--- config.mk ---
export PLATFORM = sky130hd
export DESIGN_NAME = serial_addsub
export DESIGN_NICKNAME = d
export VERILOG_FILES = /design/src/rtl/serial_addsub.sv
export SDC_FILE = /design/constraint.sdc
export NUM_CORES = 1
export LEC_CHECK = 0
export BUFFER_PORTS_ARGS = -buffer_cell sky130_fd_sc_hd__buf_2
export CORE_MARGIN = 3
export CORE_UTILIZATION = 45
export CTS_BUF_LIST = sky130_fd_sc_hd__clkbuf_4 sky130_fd_sc_hd__clkbuf_8 sky130_fd_sc_hd__clkbuf_16
export DETAILED_ROUTE_END_ITERATION = 10
export PLACE_DENSITY_LB_ADDON = 0.05
export SYNTH_ARGS = -nofsm -noshare
export SYNTH_HDL_FRONTEND = slang
export SYNTH_SLANG_ARGS = --single-unit
export TNS_END_PERCENT = 50
--- constraint.sdc ---
create_clock -name clk -period 1.57 [get_ports clk]
set_input_delay 0.157 -clock clk [delete_from_list [all_inputs] [get_ports clk]]
set_output_delay 0.157 -clock clk [all_outputs]
set_load 0.005 [all_outputs]
--- src/rtl/serial_addsub.sv ---
// Bit-serial adder/subtractor. It processes WIDTH-bit operands LSB-first, one bit per
// clock, through a single full-adder/full-subtractor slice.
// Optional build macro: SERIAL_ADDSUB_OVF_EN adds an 'ovf' output that flags
// signed two's-complement overflow.
//
// state  | meaning
// -------+---------------------------------------------------------------
// S_IDLE | waiting for start; result/cout hold the last operation
// S_RUN  | one result bit per clock, LSB first; busy=1
// S_DONE | result/cout final; done=1 for this cycle only; start accepted
module serial_addsub #(
    parameter int WIDTH = 8
) (
    input  logic             clk,
    input  logic             rst_n,
    input  logic             start,
    input  logic             mode,
    input  logic [WIDTH-1:0] a,
    input  logic [WIDTH-1:0] b,
    output logic             busy,
    output logic             done,
    output logic [WIDTH-1:0] result,
`ifdef SERIAL_ADDSUB_OVF_EN
    output logic             ovf,
`endif
    output logic             cout
);

    localparam int CW = $clog2(WIDTH);
    localparam logic [CW-1:0] LAST = CW'(WIDTH - 1);

    typedef enum logic [1:0] {
        S_IDLE,
        S_RUN,
        S_DONE
    } state_t;

    state_t         state;
    state_t         state_nxt;
    logic [WIDTH-1:0] sh_a;
    logic [WIDTH-1:0] sh_b;
    logic           mode_r;
    logic           cb;
    logic [CW-1:0]  cnt;

    logic           ai;
    logic           bi;
    logic           s;
    logic           cb_nxt;
    logic           accept;
    logic           last_bit;

    // One full-adder / full-subtractor slice working on the current operand LSBs.
    always_comb begin
        ai       = sh_a[0];
        bi       = sh_b[0];
        s        = ai ^ bi ^ cb;
        cb_nxt   = mode_r ? ((~ai & bi) | (~(ai ^ bi) & cb))
                          : ((ai & bi) | (ai & cb) | (bi & cb));
        accept   = start && (state != S_RUN);
        last_bit = (state == S_RUN) && (cnt == LAST);
    end

    // State register.
    always_ff @(posedge clk or negedge rst_n) begin
        if (!rst_n) begin
            state <= S_IDLE;
        end else begin
            state <= state_nxt;
        end
    end

    // Next-state logic and the handshake outputs.
    always_comb begin
        state_nxt = state;
        busy      = 1'b0;
        done      = 1'b0;
        case (state)
            S_IDLE: begin
                if (start) state_nxt = S_RUN;
            end
            S_RUN: begin
                busy = 1'b1;
                if (cnt == LAST) state_nxt = S_DONE;
            end
            S_DONE: begin
                done      = 1'b1;
                state_nxt = start ? S_RUN : S_IDLE;
            end
            default: state_nxt = S_IDLE;
        endcase
    end

    // Operand capture, then shift the operands and the result one bit per clock.
    // Stale result bits from the previous operation shift out as the new bits shift in.
    always_ff @(posedge clk or negedge rst_n) begin
        if (!rst_n) begin
            sh_a   <= '0;
            sh_b   <= '0;
            mode_r <= 1'b0;
            cb     <= 1'b0;
            cnt    <= '0;
            result <= '0;
            cout   <= 1'b0;
`ifdef SERIAL_ADDSUB_OVF_EN
            ovf    <= 1'b0;
`endif
        end else if (accept) begin
            sh_a   <= a;
            sh_b   <= b;
            mode_r <= mode;
            cb     <= 1'b0;
            cnt    <= '0;
`ifdef SERIAL_ADDSUB_OVF_EN
            ovf    <= 1'b0;
`endif
        end else if (state == S_RUN) begin
            sh_a   <= sh_a >> 1;
            sh_b   <= sh_b >> 1;
            result <= {s, result[WIDTH-1:1]};
            cb     <= cb_nxt;
            cnt    <= cnt + CW'(1);
            if (last_bit) begin
                cout <= cb_nxt;
`ifdef SERIAL_ADDSUB_OVF_EN
                // At the last bit, ai and bi are the operand signs and s is the result sign.
                ovf  <= mode_r ? ((ai != bi) && (s != ai))
                               : ((ai == bi) && (s != ai));
`endif
            end
        end
    end

endmodule
==> results of run 1 <==
synth_stat cells:
cell	n
o22ai_1	1
nor2b_1	1
nor2_1	2
nand2b_4	1
ha_1	2
inv_6	1
inv_1	4
o21ai_2	4
and2_4	1
dfrtp_1	32
buf_2	1
o21ai_1	9
o21ai_0	5
nand2_1	44
buf_12	1
buf_6	5
mux2i_1	18
fa_1	2
a21oi_1	2
nand3_1	2
critical path, delay by kind of cell, from the launching register on:
family / cells / cell delay [ps]
buffers and inverters: 2 / 320
DFF: 1 / 430
and+or+nand+nor: 1 / 240
registers in the layout, indices dropped and copies added, names as in the netlist:
name    cells
cnt         3
cout        1
state       2
result      8
sh_b        8
cb          1
mode_r      1
sh_a        8
worst paths after layout:
check	startpoint	endpoint	slack, ps	cells after the start
max in group asynchronous	rst_n	mode_r	700	2
setup reg to reg	sh_a[0]	cb	300	3
min in group asynchronous	rst_n	cout	420	2
hold reg to reg	result[7]	result[6]	490	2
hold / removal	mode	mode_r	70	3
setup / recovery	state[0]	busy	100	3
per-layer routing:
layer	routed length, µm	track usage	part of all wire	up-vias
li1	-	-	-	517
met5	0	0	0	-
met3	158	0.0588	0.061	4
met2	1260	0.223	0.48	22
met1	1160	0.170	0.44	493
met4	30	0.0485	0.011	0
final cells by class:
cell class,count,share of cell area
clock buffers,6,0.0266
repair inverters,1,0.00518
flip-flops and latches,32,0.473
clock inverters,1,0.00296
repair buffers,32,0.0991
well taps,44,0.0325
multi-input cells,94,0.342
inverters,5,0.0185
cell families after synthesis:
logic type,synth area share
simple gates,0.143
buf+inv,0.0708
mux,0.121
fa+ha+maj,0.0438
compound gates,0.0818
flops,0.540
power by group through the flow:
| stage | combinational, W | sequential [W] | clock (W) |
|---|---|---|---|
| global placement | 0.00101 | 0.00138 | 0 |
| finish | 0.00107 | 0.00138 | 0.000443 |
| CTS | 0.00105 | 0.00139 | 0.000458 |
| detailed placement | 0.00104 | 0.00140 | 0 |
| global route | 0.00125 | 0.00143 | 0.000508 |
| floorplan | 0.000864 | 0.00137 | 0 |
stage by stage:
step / instance area, µm² / util
2_1_floorplan: 1480 / -
3_3_place_gp: 1620 / 0.521
3_5_place_dp: 1620 / 0.521
4_1_cts: 1680 / 0.541
5_1_grt: 1690 / 0.545
6_report: 1690 / 0.545
timing repair:
| action | CTS | global route |
|---|---|---|
| hold buffers | 1 | 0 |
| cloned | 0 | 1 |
| endpoints found under the hold margin | 32 | 0 |
| resized for setup | 1 | 1 |
| endpoints found under the setup margin | 1 | 1 |
| setup buffers | 0 | 0 |
==> reports/qor.log, run 1 <==
INFO  logic_synthesis synthTopCellsByArea=dfrtp_1, mux2i_1, nand2_1, buf_6, o21ai_1
INFO  floorplanning  floorplan.rows=20
INFO  route          drcViolationCount=0
INFO  placed_design  port_buffers=30
INFO  clock_network  numClockSinks=32
INFO  sta            clock-skew-final=5.09ps
INFO  sta            tightestPinTransition=713ps
INFO  route          detailroute.via_count=1,036
INFO  sta            timing.final.crit_share=0.937
INFO  clock_network  tritoncts=yes
INFO  logic_synthesis syn_area=1480µm²
INFO  layout         mostFrequentLayoutCells=nand2_1, dfrtp_1, buf_2, mux2i_1, o21ai_1
INFO  worst_setup_path crit_type=reg -> out
INFO  power          power.internal=0.00177W
INFO  logic_synthesis yosysWarnings=0
INFO  flow_run       max_cap_viol_count=0
INFO  power          report.power.total=0.00290W
INFO  clock_network  worst_skew_pair.late_latency=320ps
INFO  sta            clock.fmax=680MHz
INFO  worst_setup_path worst_path_largest_cell_delay=430ps
INFO  logic_synthesis postSynthCellCount=138
INFO  layout         fin_nets=195
INFO  power          leakage=0.890nW
INFO  sta            setup_viol_count_final=0
INFO  power          comb_power_share=0.370
INFO  floorplanning  floorplan.die.width=63.4µm
INFO  logic_synthesis post_synthesis_net_count=162
INFO  placed_design  dp_cells=206
INFO  layout         commonest_non_fill_non_tap_cell_in_the_layout=nand2_1
INFO  power          vdd.ir_drop.worst=0.000692V
INFO  worst_setup_path crit_path_start_kind=flip-flop
INFO  sta            rsz0062_at_grt=false
INFO  placed_design  place_worst_setup_slack=302ps
INFO  worst_setup_path required=1410ps
INFO  power          switching_share_of_total_power=0.388
INFO  power          seq_power_share=0.477
INFO  logic_synthesis synth.avg_cell_area=10.8µm²
INFO  worst_setup_path crit_path_end_kind=output pin
INFO  logic_synthesis synthDominantCellAreaShare=0.540
INFO  sta            holdWs=66.7ps
INFO  layout         final_cell_count_no_fill=215
INFO  layout         synth_to_final_area_change=14.0%
INFO  layout         drive_gt1_frac=0.269
INFO  layout         multi_input_area=578µm²
INFO  grt            grt_antenna_before_repair=0
INFO  clock_network  cts-htree-levels=2
INFO  grt            overall_routing_resource_usage=0.140
INFO  logic_synthesis cell_type_with_the_largest_total_area_after_synthesis=dfrtp_1
INFO  logic_synthesis synth.yosys.seq_area_share=0.540
INFO  route          post_drt_wl_per_cell=12.1µm
INFO  worst_setup_path slowest_cell_on_the_critical_path=dfrtp_1
INFO  sta            hold_viol_final=0
INFO  clock_network  cts.root.buffer_cell=clkbuf_4
INFO  logic_synthesis yosys_register_bits=32
INFO  clock_network  numCtsBuffers=5
INFO  floorplanning  design.die.area=4020µm²
INFO  route          routed_wirelength=2610µm
INFO  worst_setup_path critical_path_arrival=1310ps
INFO  sta            max-slew-margin-rel=0.524
INFO  floorplanning  start_util=0.478
INFO  power          power.density=1710nW/µm²
INFO  sta            timing_max_transition_violations_final=0
INFO  worst_setup_path chain_of_cells_forming_the_critical_path=nand2b_4, clkinv_8, buf_2
INFO  run_status     result_of_the_run=completed
INFO  layout         regArea=801µm²
INFO  route          drt.antenna.violating_nets=0
INFO  grt            overflow=0
INFO  route          drt-initial-drc-count=33
INFO  grt            number_of_global_route_vias_before_repair=992
INFO  layout         nFillCells=303
INFO  min_path       hold_path_class=in -> reg
INFO  logic_synthesis synthDistinctLibCells=20
INFO  sta            worst_slack=99.0ps
INFO  route          route.detailed.vias_per_inst=4.82
INFO  sta            finalWorstPathRequiredPeriod=1470ps
INFO  floorplanning  overall_die_height=63.4µm
INFO  placed_design  detailed_place_hpwl=1730µm
INFO  worst_setup_path critPathMaxFanout=23
INFO  sta            totalNegativeSetupSlack=0ps
INFO  power          netSwitchingPower=0.00112W
INFO  floorplanning  io-pin-count=31
INFO  grt            grt_first_pass_wirelength=4440µm
INFO  placed_design  gp_congestion=0.744
INFO  layout         diodes=0
INFO  route          firstDrtPassIters=4
INFO  grt            grt_start_max_net_pins=47
INFO  clock_network  clkSlewWorstSetupHoldPaths=90ps
INFO  power          pwr-share-clk=0.153
INFO  floorplanning  core_region_area=3100µm²
INFO  clock_network  max-clock-path-buffers=2
Power figures use the tool's default switching activity.
==> run 2, diff against run 1 <==
--- a/config.mk
+++ b/config.mk
@@ -6,11 +6,15 @@
 export NUM_CORES = 1
 export LEC_CHECK = 0
 export BUFFER_PORTS_ARGS = -buffer_cell sky130_fd_sc_hd__buf_2
+export CELL_PAD_IN_SITES_DETAIL_PLACEMENT = 0
+export CELL_PAD_IN_SITES_GLOBAL_PLACEMENT = 1
 export CORE_MARGIN = 3
-export CORE_UTILIZATION = 45
+export CORE_UTILIZATION = 41
 export CTS_BUF_LIST = sky130_fd_sc_hd__clkbuf_4 sky130_fd_sc_hd__clkbuf_8 sky130_fd_sc_hd__clkbuf_16
+export CTS_CLUSTER_SIZE = 12
 export DETAILED_ROUTE_END_ITERATION = 10
 export PLACE_DENSITY_LB_ADDON = 0.05
+export SKIP_CTS_REPAIR_TIMING = 1
 export SYNTH_ARGS = -nofsm -noshare
 export SYNTH_HDL_FRONTEND = slang
 export SYNTH_SLANG_ARGS = --single-unit
==> run 2 against run 1 <==
Core utilization is 4.1 points lower; critical path depth stayed put; first-iteration DRC count is 30% higher; global-route usage is 0.14 points higher; maximum frequency is 5.2% higher; via count is 0.68% lower; sequential power hardly changed; clock skew is 3.6 ps lower; sequential share of layout area is 0.83 points lower; largest cell class unchanged; largest power group unchanged.
==> reports/qor.log, run 2 (synthesized netlist as in run 1, its figures left out) <==
INFO  sta            tightestPinTransition=702ps [was 713 ps]
INFO  placed_design  gp_congestion=0.760 [was 0.744]
INFO  worst_setup_path worstRegToRegCells=3 [unchanged]
INFO  layout         drive_gt1_frac=0.269 [unchanged]
INFO  route          drt.antenna.violating_nets=0 [unchanged]
INFO  sta            rsz0062_at_grt=false [unchanged]
INFO  grt            overall_routing_resource_usage=0.141 [was 0.140]
INFO  run_status     result_of_the_run=completed [unchanged]
INFO  layout         final_cell_count_no_fill=217 [was 215]
INFO  clock_network  numClockSinks=32 [unchanged]
INFO  sta            hold_viol_final=0 [unchanged]
INFO  power          power.density=1680nW/µm² [was 1710 nW/µm²]
INFO  sta            max-slew-margin-rel=0.532 [was 0.524]
INFO  worst_setup_path slowest_cell_on_the_critical_path=dfrtp_1 [unchanged]
INFO  route          post_drt_wl_per_cell=11.7µm [was 12.1 µm]
INFO  layout         nFillCells=348 [was 303]
INFO  min_path       hold_path.startpoint=mode [unchanged]
INFO  route          drt-initial-drc-count=43 [was 33]
INFO  sta            timing_max_transition_violations_final=0 [unchanged]
INFO  sta            finalWorstPathRequiredPeriod=1400ps [was 1470 ps]
INFO  worst_setup_path worst_path_largest_cell_delay=430ps [about the same]
INFO  route          routed_wirelength=2530µm [was 2610 µm]
INFO  worst_setup_path crit_path_start_kind=flip-flop [unchanged]
INFO  power          report.power.total=0.00289W [was 0.00290 W]
INFO  worst_setup_path cp_num_cells=3 [unchanged]
INFO  floorplanning  core_region_area=3420µm² [was 3100 µm²]
INFO  floorplanning  io-pin-count=31 [unchanged]
INFO  min_path       hold_path_class=in -> reg [unchanged]
INFO  worst_setup_path worst-r2r-setup-slack=300ps [about the same]
INFO  placed_design  dp_cells=208 [was 206]
INFO  clock_network  tritoncts=yes [unchanged]
INFO  floorplanning  floorplan.rows=21 [was 20]
INFO  placed_design  detailed_place_hpwl=1720µm [was 1730 µm]
INFO  flow_run       max_cap_viol_count=0 [unchanged]
INFO  sta            clock-skew-final=1.52ps [was 5.09 ps]
INFO  worst_setup_path crit_start=state[0] [unchanged]
INFO  route          firstDrtPassIters=4 [unchanged]
INFO  layout         commonest_non_fill_non_tap_cell_in_the_layout=nand2_1 [unchanged]
INFO  layout         final_util=0.504 [was 0.545]
INFO  grt            number_of_global_route_vias_before_repair=1,044 [was 992]
INFO  worst_setup_path crit_path_end_kind=output pin [unchanged]
INFO  floorplanning  overall_die_height=66.2µm [was 63.4 µm]
INFO  worst_setup_path critical_path_arrival=1240ps [was 1310 ps]
INFO  grt            grt_first_pass_wirelength=4550µm [was 4440 µm]
INFO  floorplanning  start_util=0.434 [was 0.478]
INFO  power          vdd.ir_drop.worst=0.000557V [was 0.000692 V]
INFO  layout         fin_nets=197 [was 195]
INFO  sta            holdWs=79.7ps [was 66.7 ps]
INFO  clock_network  worst_skew_pair.late_latency=310ps [was 320 ps]
INFO  route          detailroute.via_count=1,029 [was 1,036]
INFO  layout         diodes=0 [unchanged]
INFO  worst_setup_path path_buf_inv=2 [unchanged]
INFO  sta            setup_viol_count_final=0 [unchanged]
INFO  layout         mostFrequentLayoutCells=nand2_1, dfrtp_1, buf_2, mux2i_1, o21ai_1 [unchanged]
INFO  floorplanning  design.die.area=4380µm² [was 4020 µm²]
INFO  layout         synth_to_final_area_change=16.0% [was 14.0%]
INFO  min_path       hold-path-cell-count=3 [unchanged]
INFO  clock_network  max-clock-path-buffers=2 [unchanged]
INFO  worst_setup_path chain_of_cells_forming_the_critical_path=nand2b_4, clkinv_16, buf_2 [was nand2b_4, clkinv_8, buf_2]
INFO  worst_setup_path crit-reg2reg-launch=sh_a[0] [unchanged]
INFO  sta            timing.final.crit_share=0.891 [was 0.937]
INFO  worst_setup_path worst_path_dominant_cell_family=flip-flops [unchanged]
INFO  sta            clock.fmax=715MHz [was 680 MHz]
INFO  clock_network  clkSlewWorstSetupHoldPaths=90ps [about the same]
INFO  grt            overflow=0 [unchanged]
INFO  clock_network  cts.root.buffer_cell=clkbuf_4 [unchanged]
INFO  route          route.detailed.vias_per_inst=4.74 [was 4.82]
INFO  grt            grt_start_max_net_pins=47 [unchanged]
INFO  clock_network  numCtsBuffers=5 [unchanged]
INFO  power          leakage=0.902nW [was 0.890 nW]
INFO  layout         largest_registers=result (8), sh_a (8), sh_b (8) [unchanged]
INFO  worst_setup_path required=1410ps [about the same]
INFO  worst_setup_path critPathMaxFanout=46 [was 23]
INFO  clock_network  cts-htree-levels=2 [unchanged]
INFO  route          drcViolationCount=0 [unchanged]
INFO  grt            grt_antenna_before_repair=0 [unchanged]
INFO  placed_design  port_buffers=30 [unchanged]
INFO  floorplanning  floorplan.die.width=66.2µm [was 63.4 µm]
INFO  worst_setup_path crit_type=reg -> out [unchanged]
-- run 2: cell types whose count changed in the layout (fill, tap and decap cells not counted) --
cell | previous run | this run
clkinv_16 | 0 | 1
clkinv_2 | 1 | 0
inv_6 | 1 | 0
clkinv_8 | 1 | 0
buf_12 | 0 | 1
buf_4 | 1 | 3
clkbuf_4 | 6 | 5
-- run 2: layout make-up --
type	instances	area [µm²]	share of cell area
Multi-Input combinational cell	94	578	0.336
Inverter	5	45.0	0.0262
Tap cell	46	57.6	0.0334
Timing Repair Buffer	35	203	0.118
Sequential cell	32	801	0.465
Clock buffer	5	37.5	0.0218
-- run 2: routing by layer --
layer,GRT usage,part of all wire
met3,0.0561,0.053
met1,0.173,0.47
met4,0.0533,0.0055
met5,0,0
met2,0.223,0.47
-- run 2: metrics by stage --
stage / worst slack (ps) / setup TNS [ps] / cell area [µm²]
final: 171 / 0 / 1720
after global placement: 322 / 0 / 1630
after global routing: 58.7 / 0 / 1720
after detailed placement: 288 / 0 / 1630
after floorplan: 403 / 0 / 1480
after CTS: -17.2 / -17.2 / 1670
-- run 2: path summary, 6_finish.rpt --
check,endpoint
min,mode_r
max,busy
max in group asynchronous,sh_b[7]
min reg2reg,result[0]
min in group asynchronous,cout
max reg2reg,cb
-- run 2: where the power goes --
part	internal (W)	switching [W]	leakage [nW]
Sequential	0.00116	0.000218	0.407
Combinational	0.000483	0.000635	0.472
Clock	0.000149	0.000243	0.0230
-- run 2: worst register-to-register path, delay by kind of cell, from the launching register on --
| kind | cells | cell delay (ps) |
|---|---|---|
| AO/OA/AOI/OAI | 1 | 100 |
| flip-flops | 1 | 440 |
| multiplexers | 1 | 190 |
| adder cells (fa/ha/maj) | 1 | 430 |
